### src/rtl/uart_tx_mmap_if.sv
// CPU data-bus device port: the master drives address, strobes and write data;
// the device returns combinational read data.
interface mmap_dev;
    logic [31:0] addr;
    logic        re;
    logic        we;
    logic [31:0] wd;
    logic [1:0]  wd_unit;
    logic [31:0] rd;

    modport master (output addr, re, we, wd, wd_unit, input rd);
    modport slave  (input addr, re, we, wd, wd_unit, output rd);
endinterface

### src/rtl/uart_tx_mmap.sv
// Memory-mapped 8N1 UART transmitter: a byte FIFO written over the data bus
// feeds a bit-timed shifter on tx. STATUS exposes full/empty/busy/overflow/count.
//
// state   | meaning
// --------+-----------------------------------------------------
// S_IDLE  | line high, waiting for a queued byte
// S_START | start bit (tx=0)
// S_DATA  | 8 data bits, LSB first
// S_STOP  | stop bit (tx=1); chains straight into S_START if queued
module uart_tx_mmap #(
    parameter int CLK_DIV    = 868,
    parameter int FIFO_DEPTH = 16
) (
    input  logic   clk,
    input  logic   reset,
    output logic   tx,
    mmap_dev.slave iface
);
    localparam int TW = $clog2(CLK_DIV);
    localparam int PW = $clog2(FIFO_DEPTH);
    localparam int CW = PW + 1;
    localparam logic [TW-1:0] BIT_RELOAD = TW'(CLK_DIV - 1);
    localparam logic [CW-1:0] DEPTH_CNT  = CW'(FIFO_DEPTH);

    typedef enum logic [1:0] {S_IDLE, S_START, S_DATA, S_STOP} state_t;

    state_t        state, state_nxt;
    logic [TW-1:0] bit_tmr, bit_tmr_nxt;
    logic [2:0]    bit_cnt, bit_cnt_nxt;
    logic [7:0]    shreg, shreg_nxt;
    logic          tx_nxt;
    logic          pop;
    logic          tmr_done;

    logic [7:0]    fifo_mem [FIFO_DEPTH];
    logic [PW-1:0] wr_ptr, rd_ptr;
    logic [CW-1:0] count;
    logic          overflow;
    logic          full, empty, busy;
    logic          sel_data, sel_status;
    logic          push_req, push, ovf_clr;

    // Upper address bits are decoded by the mmu; wd_unit and the upper write
    // data bits carry nothing this device needs.
    logic unused_bus;
    assign unused_bus = ^{iface.addr[31:3], iface.wd[31:8], iface.wd_unit};

    assign sel_data   = (iface.addr[2:0] == 3'h0);
    assign sel_status = (iface.addr[2:0] == 3'h4);
    assign full       = (count == DEPTH_CNT);
    assign empty      = (count == '0);
    assign busy       = (state != S_IDLE);
    assign tmr_done   = (bit_tmr == '0);

    // A pop in the same cycle frees the slot, so a push to a full FIFO still lands.
    assign push_req = iface.we && sel_data;
    assign push     = push_req && (!full || pop);
    assign ovf_clr  = iface.we && sel_status && iface.wd[3];

    always_ff @(posedge clk) begin
        if (!reset) begin
            wr_ptr   <= '0;
            rd_ptr   <= '0;
            count    <= '0;
            overflow <= 1'b0;
        end else begin
            if (push) wr_ptr <= wr_ptr + 1'b1;
            if (pop)  rd_ptr <= rd_ptr + 1'b1;
            case ({push, pop})
                2'b10:   count <= count + 1'b1;
                2'b01:   count <= count - 1'b1;
                default: ;
            endcase
            if (push_req && full && !pop) overflow <= 1'b1;
            else if (ovf_clr)             overflow <= 1'b0;
        end
    end

    always_ff @(posedge clk) begin
        if (push) fifo_mem[wr_ptr] <= iface.wd[7:0];
    end

    always_ff @(posedge clk) begin
        if (!reset) begin
            state   <= S_IDLE;
            bit_tmr <= '0;
            bit_cnt <= '0;
            shreg   <= '0;
            tx      <= 1'b1;
        end else begin
            state   <= state_nxt;
            bit_tmr <= bit_tmr_nxt;
            bit_cnt <= bit_cnt_nxt;
            shreg   <= shreg_nxt;
            tx      <= tx_nxt;
        end
    end

    always_comb begin
        state_nxt   = state;
        bit_tmr_nxt = bit_tmr;
        bit_cnt_nxt = bit_cnt;
        shreg_nxt   = shreg;
        tx_nxt      = tx;
        pop         = 1'b0;
        if (state != S_IDLE && !tmr_done) bit_tmr_nxt = bit_tmr - 1'b1;
        unique case (state)
            S_IDLE: begin
                if (!empty) begin
                    pop         = 1'b1;
                    state_nxt   = S_START;
                    shreg_nxt   = fifo_mem[rd_ptr];
                    bit_tmr_nxt = BIT_RELOAD;
                    tx_nxt      = 1'b0;
                end
            end
            S_START: begin
                if (tmr_done) begin
                    state_nxt   = S_DATA;
                    bit_tmr_nxt = BIT_RELOAD;
                    bit_cnt_nxt = '0;
                    tx_nxt      = shreg[0];
                end
            end
            S_DATA: begin
                if (tmr_done) begin
                    bit_tmr_nxt = BIT_RELOAD;
                    if (bit_cnt == 3'd7) begin
                        state_nxt = S_STOP;
                        tx_nxt    = 1'b1;
                    end else begin
                        bit_cnt_nxt = bit_cnt + 1'b1;
                        shreg_nxt   = {1'b0, shreg[7:1]};
                        tx_nxt      = shreg[1];
                    end
                end
            end
            S_STOP: begin
                if (tmr_done) begin
                    if (!empty) begin
                        pop         = 1'b1;
                        state_nxt   = S_START;
                        shreg_nxt   = fifo_mem[rd_ptr];
                        bit_tmr_nxt = BIT_RELOAD;
                        tx_nxt      = 1'b0;
                    end else begin
                        state_nxt = S_IDLE;
                        tx_nxt    = 1'b1;
                    end
                end
            end
            default: state_nxt = S_IDLE;
        endcase
    end

    always_comb begin
        iface.rd = '0;
        if (iface.re && sel_status)
            iface.rd = {16'h0, 8'(count), 4'h0, overflow, busy, empty, full};
    end

endmodule
### src/flat_wrapper.sv
// flat-port wrapper written by rule: the top's interface ports become plain ports
module uart_tx_mmap_flat 
#(
    parameter int CLK_DIV    = 868,
    parameter int FIFO_DEPTH = 16
)
  (clk, reset, tx, iface_addr, iface_re, iface_we, iface_wd, iface_wd_unit, iface_rd);
  mmap_dev iface_i ();
  input  logic clk;
  input  logic reset;
  output logic tx;
  input wire logic [$bits(iface_i.addr)-1:0] iface_addr;
  input wire logic [$bits(iface_i.re)-1:0] iface_re;
  input wire logic [$bits(iface_i.we)-1:0] iface_we;
  input wire logic [$bits(iface_i.wd)-1:0] iface_wd;
  input wire logic [$bits(iface_i.wd_unit)-1:0] iface_wd_unit;
  output wire logic [$bits(iface_i.rd)-1:0] iface_rd;
  assign iface_i.addr = iface_addr;
  assign iface_i.re = iface_re;
  assign iface_i.we = iface_we;
  assign iface_i.wd = iface_wd;
  assign iface_i.wd_unit = iface_wd_unit;
  assign iface_rd = iface_i.rd;
  uart_tx_mmap #(.CLK_DIV(CLK_DIV), .FIFO_DEPTH(FIFO_DEPTH)) u_core (.clk(clk), .reset(reset), .tx(tx), .iface(iface_i));
endmodule
### config.mk
export PLATFORM = sky130hd
export DESIGN_NAME = uart_tx_mmap_flat
export DESIGN_NICKNAME = d
export VERILOG_FILES = /design/src/rtl/uart_tx_mmap_if.sv /design/src/rtl/uart_tx_mmap.sv /design/src/flat_wrapper.sv
export SDC_FILE = /design/constraint.sdc
export NUM_CORES = 1
export LEC_CHECK = 0
export BUFFER_PORTS_ARGS = -buffer_cell sky130_fd_sc_hd__buf_2
export CORE_MARGIN = 1
export CORE_UTILIZATION = 25
export CTS_CLUSTER_SIZE = 8
export DETAILED_ROUTE_END_ITERATION = 6
export PLACE_DENSITY = 0.44
export SYNTH_ARGS = -nofsm -noshare
export SYNTH_HDL_FRONTEND = slang
export SYNTH_SLANG_ARGS = --single-unit
### constraint.sdc
create_clock -name clk -period 2.86 [get_ports clk]
set_clock_uncertainty 0.15 [all_clocks]
set_input_delay 0.572 -clock clk [delete_from_list [all_inputs] [get_ports clk]]
set_output_delay 0.572 -clock clk [all_outputs]
set_load 0.02 [all_outputs]
# ---- After elaboration in Yosys (flattened, before gate mapping)
# Memory sizes are Yosys's and may differ from the RTL's. A register that Yosys moved wholly into a read port is not among the register bits.
# Index checks and enable logic that the tools add are counted.
dict set report word_totals {
  register_bits 38
  ramBits 128
  inputBits 70
  elab_cells 95
  memories 1
}
# memory words width rd rd_clocked_by_memory_dff write_ports line_no
set mem_list {}
lappend mem_list {u_core.fifo_mem 16 8 1 1 1 uart_tx_mmap.sv:35} ;# logic [7:0] fifo_mem [FIFO_DEPTH];
dict set report classes {
  addsub 6
  n_eq_ne 14
  muxes 39
  n_reduce_logical 26
}
# cell n
set ops {}
lappend ops {{10-bit two-way mux} 4}
lappend ops {{8-bit two-way mux} 4}
lappend ops {{10-bit case mux with 3 select lines} 1}
lappend ops {{8-bit case mux with 3 select lines} 1}
lappend ops {{1-bit two-way mux} 13}
lappend ops {{13-bit two-way mux} 1}
lappend ops {{4-bit AND reduction} 3}
lappend ops {{10-bit zero test} 1}
lappend ops {{2-bit two-way mux} 5}
lappend ops {{5-bit case mux with 2 select lines} 1}
lappend ops {{10-bit by 1-bit subtractor with 10-bit output, second input constant} 1}
lappend ops {{3-bit two-way mux} 3}
lappend ops {{4-bit by 1-bit adder with 4-bit output, second input constant} 2}
lappend ops {{1-bit logical AND} 8}
lappend ops {{4-bit two-way mux} 2}
lappend ops {{2-bit by 1-bit inequality test with 1-bit output, second input constant} 4}
lappend ops {{2-bit case mux with 4 select lines} 1}
lappend ops {{2-bit nonzero test} 4}
lappend ops {{2-bit == test, second input constant} 3}
lappend ops {{3-bit == test, second input constant} 2}
lappend ops {{3-bit case mux with 2 select lines} 1}
lappend ops {{5-bit by 1-bit adder with 5-bit output, second input constant} 1}
lappend ops {{5-bit == test, second input constant} 1}
lappend ops {{5-bit zero test} 1}
lappend ops {{13 further kinds} 17}

# ---- Depth between registers and ports, before layout
dict set report logic_depth {
  word_depth 8
  depth_mapped 11
  ltp_nobuf 10
}

# ---- Least setup slack after synthesis
# Ideal clock, no wire load.
dict set report synth_path {
  path_kind {register -> register}
  start {register u_core.bit_tmr[0]}
  end {memory u_core.fifo_mem[0][0], enable pin}
  setup_time_ps 383
  t_arrival_ps 2178
  required_time_ps 2327
  setup_slack_ps 148
  stages_incl_launch_ff 9
  period_less_slack_ps 2712
  cell_sequence {dfxtp_1 -> inv_1 -> ha_1 -> nor2b_1 -> buf_1 -> a41o_4 -> a31o_2 -> nand2_1 -> nor3_1}
}
dict set report synth_via {
  elab_chain_len 7
}
# item line_no
set synth_lines {}
lappend synth_lines {{start: declaration} uart_tx_mmap.sv:28} ;# logic [TW-1:0] bit_tmr, bit_tmr_nxt;
lappend synth_lines {{start signal: assignment} uart_tx_mmap.sv:92} ;# bit_tmr <= bit_tmr_nxt;
lappend synth_lines {{10-bit zero test} uart_tx_mmap.sv:53} ;# assign tmr_done = (bit_tmr == '0);
lappend synth_lines {{1-bit two-way mux} uart_tx_mmap.sv:139} ;# if (tmr_done) begin
lappend synth_lines {{1-bit case mux with 2 select lines} uart_tx_mmap.sv:107} ;# unique case (state)
lappend synth_lines {{1-bit logical OR} uart_tx_mmap.sv:57} ;# assign push = push_req && (!full || pop);
lappend synth_lines {{1-bit logical AND} uart_tx_mmap.sv:57}
lappend synth_lines {{1-bit two-way mux} uart_tx_mmap.sv:80} ;# if (push) fifo_mem[wr_ptr] <= iface.wd[7:0];
lappend synth_lines {{1-bit two-way mux (not written as such)} uart_tx_mmap.sv:80}
lappend synth_lines {{end: declaration} uart_tx_mmap.sv:35}
# No other way between the ends.

# ---- Worst setup path after layout
dict set report layout_path {
  start {register u_core.bit_tmr[0]}
  end {register u_core.count[4]}
}
dict set report layout_via {
  elab_chain_len 7
  elab_cells_between_ends 9
}
# item line_no
set layout_lines {}
lappend layout_lines {{10-bit zero test *} uart_tx_mmap.sv:53}
lappend layout_lines {{1-bit two-way mux *} uart_tx_mmap.sv:139}
lappend layout_lines {{1-bit case mux with 2 select lines *} uart_tx_mmap.sv:107}
lappend layout_lines {{1-bit logical OR} uart_tx_mmap.sv:57}
lappend layout_lines {{1-bit logical AND} uart_tx_mmap.sv:57}
lappend layout_lines {{2-bit by 1-bit == test with 1-bit output or 2-bit == test (tied branches)} uart_tx_mmap.sv:69} ;# case ({push, pop})
lappend layout_lines {{5-bit case mux with 2 select lines or 2-bit nonzero test (tied branches)} -}
lappend layout_lines {{end signal: assignment} uart_tx_mmap.sv:70} ;# 2'b10: count <= count + 1'b1;
lappend layout_lines {{end signal: assignment} uart_tx_mmap.sv:71} ;# 2'b01: count <= count - 1'b1;
lappend layout_lines {{end: declaration} uart_tx_mmap.sv:37} ;# logic [CW-1:0] count;
# Mark *: on every way between the ends. The rest lies on a longest branch, timed or not.
# A chain may end at the register's enable or synchronous reset.

==> impl_metrics.csv <==
group,metric,value,unit
outcome,status,"finished, final reports clean",
synth,yosys.area_share.simple,0.0911,
grt,antenna_found_initial,1,
critical_path,worst_setup_path_end_kind,"flip-flop",
sta,layout_min_cycle_time,2640,ps
layout,multi_input_area,2580,um2
synth,synthFlopType,"edfxtp_1",
clocking,clk_pin_slew,70,ps
detailed_routing,vias_per_cell,4.51,
critical_path,cp-start-kind,"flip-flop",
synth,synth-xor-area-share,0.0140,
layout,area_delta_synth_final,16.4,%
clocking,clkLatencyLatePin,430,ps
clocking,cts_max_level,4,
critical_path,r2r_start,"u_core.bit_tmr[0]",
synth,yosysTopAreaCellShare,0.511,
synth,synth-edff-count,128,
placement,io_buffer_count,24,
synth,yosys.area.top_type,"edfxtp_1",
worst_hold_path,hold_path_class,"reg -> reg",
detailed_routing,routedWlPerCell,16.8,um
critical_path,worstPathMaxFanout,8,
placement,gp_congestion,0.742,
synth,synth.area.top_cells,"edfxtp_1, dfxtp_1, mux4_2",
sta,max_freq,378,MHz
layout,fillerInstances,3016,
layout,nets,658,
grt,grt_max_degree,33,
clocking,cts_setup_buffers,0,
floorplan,die_h,175,um
floorplan,pin_count,103,
detailed_routing,drc_errors,0,
detailed_routing,drt_pass1_iterations,4,
placement,dp_hpwl,10800,um
layout,drive_gt1_frac,0.227,
power,total_power,0.00789,W
critical_path,reg2reg_depth,10,
sta,worst_slew_pin_slew,731,ps
sta,hold_viol_final,0,
synth,ys_ff_latch,170,
synth,synth_fa_ha_area_frac,0.0266,
critical_path,worst_ep_required_time,3060,ps
power,power_leakage,2.95,nW
synth,synth_area_per_cell,14.3,um2
grt,grt_pass1_wl,25800,um
floorplan,die_w,175,um
floorplan,placementRows,63,
sta,setup_viol,0,
detailed_routing,routed_wl,16500,um
grt,first_global_vias,4419,
floorplan,start_util,0.254,
sta,max-slew-margin-rel,0.512,
sta,drv_slew,0,
clocking,ctsHoldBuffers,0,
critical_path,crit_path_end,"u_core.count[4]",
synth,ys_async_sr_fraction,0,
synth,syn_inst,526,
grt,grtUsageTotal,0.112,
critical_path,crit_path_start,"u_core.bit_tmr[0]",
grt,overflow,0,
power,p_per_area,900,nW/um2
critical_path,arrival,2850,ps
floorplan,core_area,29600,um2
sta,rsz0062_at_grt,"false",
synth,syn_area,7520,um2
clocking,clock_sinks,170,
layout,stdcell_count,977,
clocking,cts_buffer_depth,2,
floorplan,dieArea,30800,um2
synth,muxShareOfSynthArea,0.108,
synth,synth_compound_gate_area_share,0.0913,
sta,setup_tns,0,ps
clocking,cts_resized,0,
placement,post-place-cells,943,
synth,yosysSeqAreaShare,0.623,
job,cap_violations,0,
sta,fin_ws,215,ps
critical_path,r2r_setup_slack,220,ps
clocking,cts_buffers,17,
clocking,cts_tree,"done",
detailed_routing,drt_iter0_drc,269,
critical_path,r2r_end,"u_core.count[4]",
synth,synth_top_family_by_area,"multiplexers",
detailed_routing,route.antenna.remaining_nets,0,
sta,min_period_over_period,0.925,
placement,place_ws,147,ps
critical_path,critical_path_class,"reg -> reg",
layout,layout.area.seq,4690,um2
power,ir_drop,0.400,mV
synth,synth.distinct_cells,62,
detailed_routing,num_vias,4409,
synth,yosys_warnings,0,
clocking,cts_root_buf,"clkbuf_16",
## registers in the layout, indices dropped and copies added, names as in the netlist, named ones only
register / flops
u_core.shreg: 8
u_core.bit_tmr: 10
u_core.rd_ptr: 4
u_core.overflow: 1
u_core.state: 2
u_core.fifo_mem: 128
u_core.wr_ptr: 4
u_core.count: 5
u_core.tx: 1
u_core.bit_cnt: 3
## per-layer routing
layer / vias to the layer above / global-route usage / share of wire
met1: 2209 / 0.149 / 0.46
li1: 2083 / - / -
met2: 107 / 0.183 / 0.47
met5: - / 0 / 0
met4: 0 / 0.0319 / 0.0080
met3: 10 / 0.0258 / 0.055
## synth_stat cells (all sizes together) (7+ instances only)
master / count
nand2: 28
inv: 12
buf: 35
and2: 8
nor2: 39
nand3: 10
edfxtp: 128
xnor2: 7
nor3: 10
nor2b: 7
mux4: 33
a21oi: 29
clkbuf: 15
o21ai: 9
dfxtp: 42
o221a: 7
mux2i: 7
a22oi: 16
ha: 16
a31oi: 9
## cell usage in the layout, fill, tap and decap left out, drive strengths merged, types with 2 or more instances in the layout
cell type  netlist  routed
a21o             4       4
a21oi           29      29
a221oi           2       2
a22oi           16      16
a311oi           2       2
a31oi            9       9
a41oi            2       2
and2             8       8
and3             3       3
buf             35      55
clkbuf          15      17
clkinv           0       3
conb             1      23
dfxtp           42      42
diode            0       2
edfxtp         128     128
ha              16      16
inv             12      22
mux2i            7       7
mux4            33      33
nand2           28      28
nand2b           4       4
nand3           10      10
nor2            39      39
nor2b            7       7
nor3            10      10
nor4             5       5
o21ai            9       9
o221a            7       7
o32ai            3       3
or2              2       2
or3              5       5
or4              3       3
xnor2            7       7
xor2             5       5
## power by group
part	switching (W)	total, W	internal (W)
Clock	0.00108	0.00234	0.00126
Sequential	0.000154	0.00297	0.00282
Combinational	0.00146	0.00258	0.00112
Total	0.00270	0.00789	0.00519
## area by class of cell
type / count / share of cell area
well taps: 390 / 0.0557
diodes: 2 / 0.000571
clock buffers: 17 / 0.0486
inverters: 12 / 0.00514
clock inverters: 15 / 0.0193
flip-flops and latches: 170 / 0.535
repair buffers: 55 / 0.0417
multi-input cells: 316 / 0.294
## critical path: stages, from the launching register on
cell and delay, ps:
dfxtp_1 330, inv_1 80, ha_1 130, nor2b_1 280, a41o_4 320, nand3_2 150
xnor2_1 170, ha_1 230, o31a_1 240, o32ai_1 270, mux2i_1 220
## worst min-delay path by stage
stage | startpoint | to | slack, ps | cells after the start
2_1_floorplan | u_core.overflow | u_core.overflow | 280 | 2
3_3_place_gp | u_core.overflow | u_core.overflow | 300 | 2
3_5_place_dp | u_core.overflow | u_core.overflow | 320 | 2
4_1_cts | iface_we | u_core.overflow | 330 | 4
5_1_grt | u_core.shreg[7] | u_core.shreg[7] | 350 | 2
6_report | u_core.overflow | u_core.overflow | 320 | 2
## through the flow
step,instance area [um2],utilization,hold WS (ps)
global route,8760,0.295,351
CTS,8760,0.295,327
finish,8760,0.296,322
floorplan,7610,-,277
detailed placement,8160,0.275,320
global placement,8160,0.275,297
## cell families after synthesis
family	Yosys count
flip-flops	170
AND/OR/NAND/NOR	129
AO/OA/AOI/OAI	96
buffers and inverters	62
multiplexers	40
adder cells (fa/ha/maj)	16
XOR/XNOR	12
other	1
No activity file was read; power rests on OpenSTA's default activity.
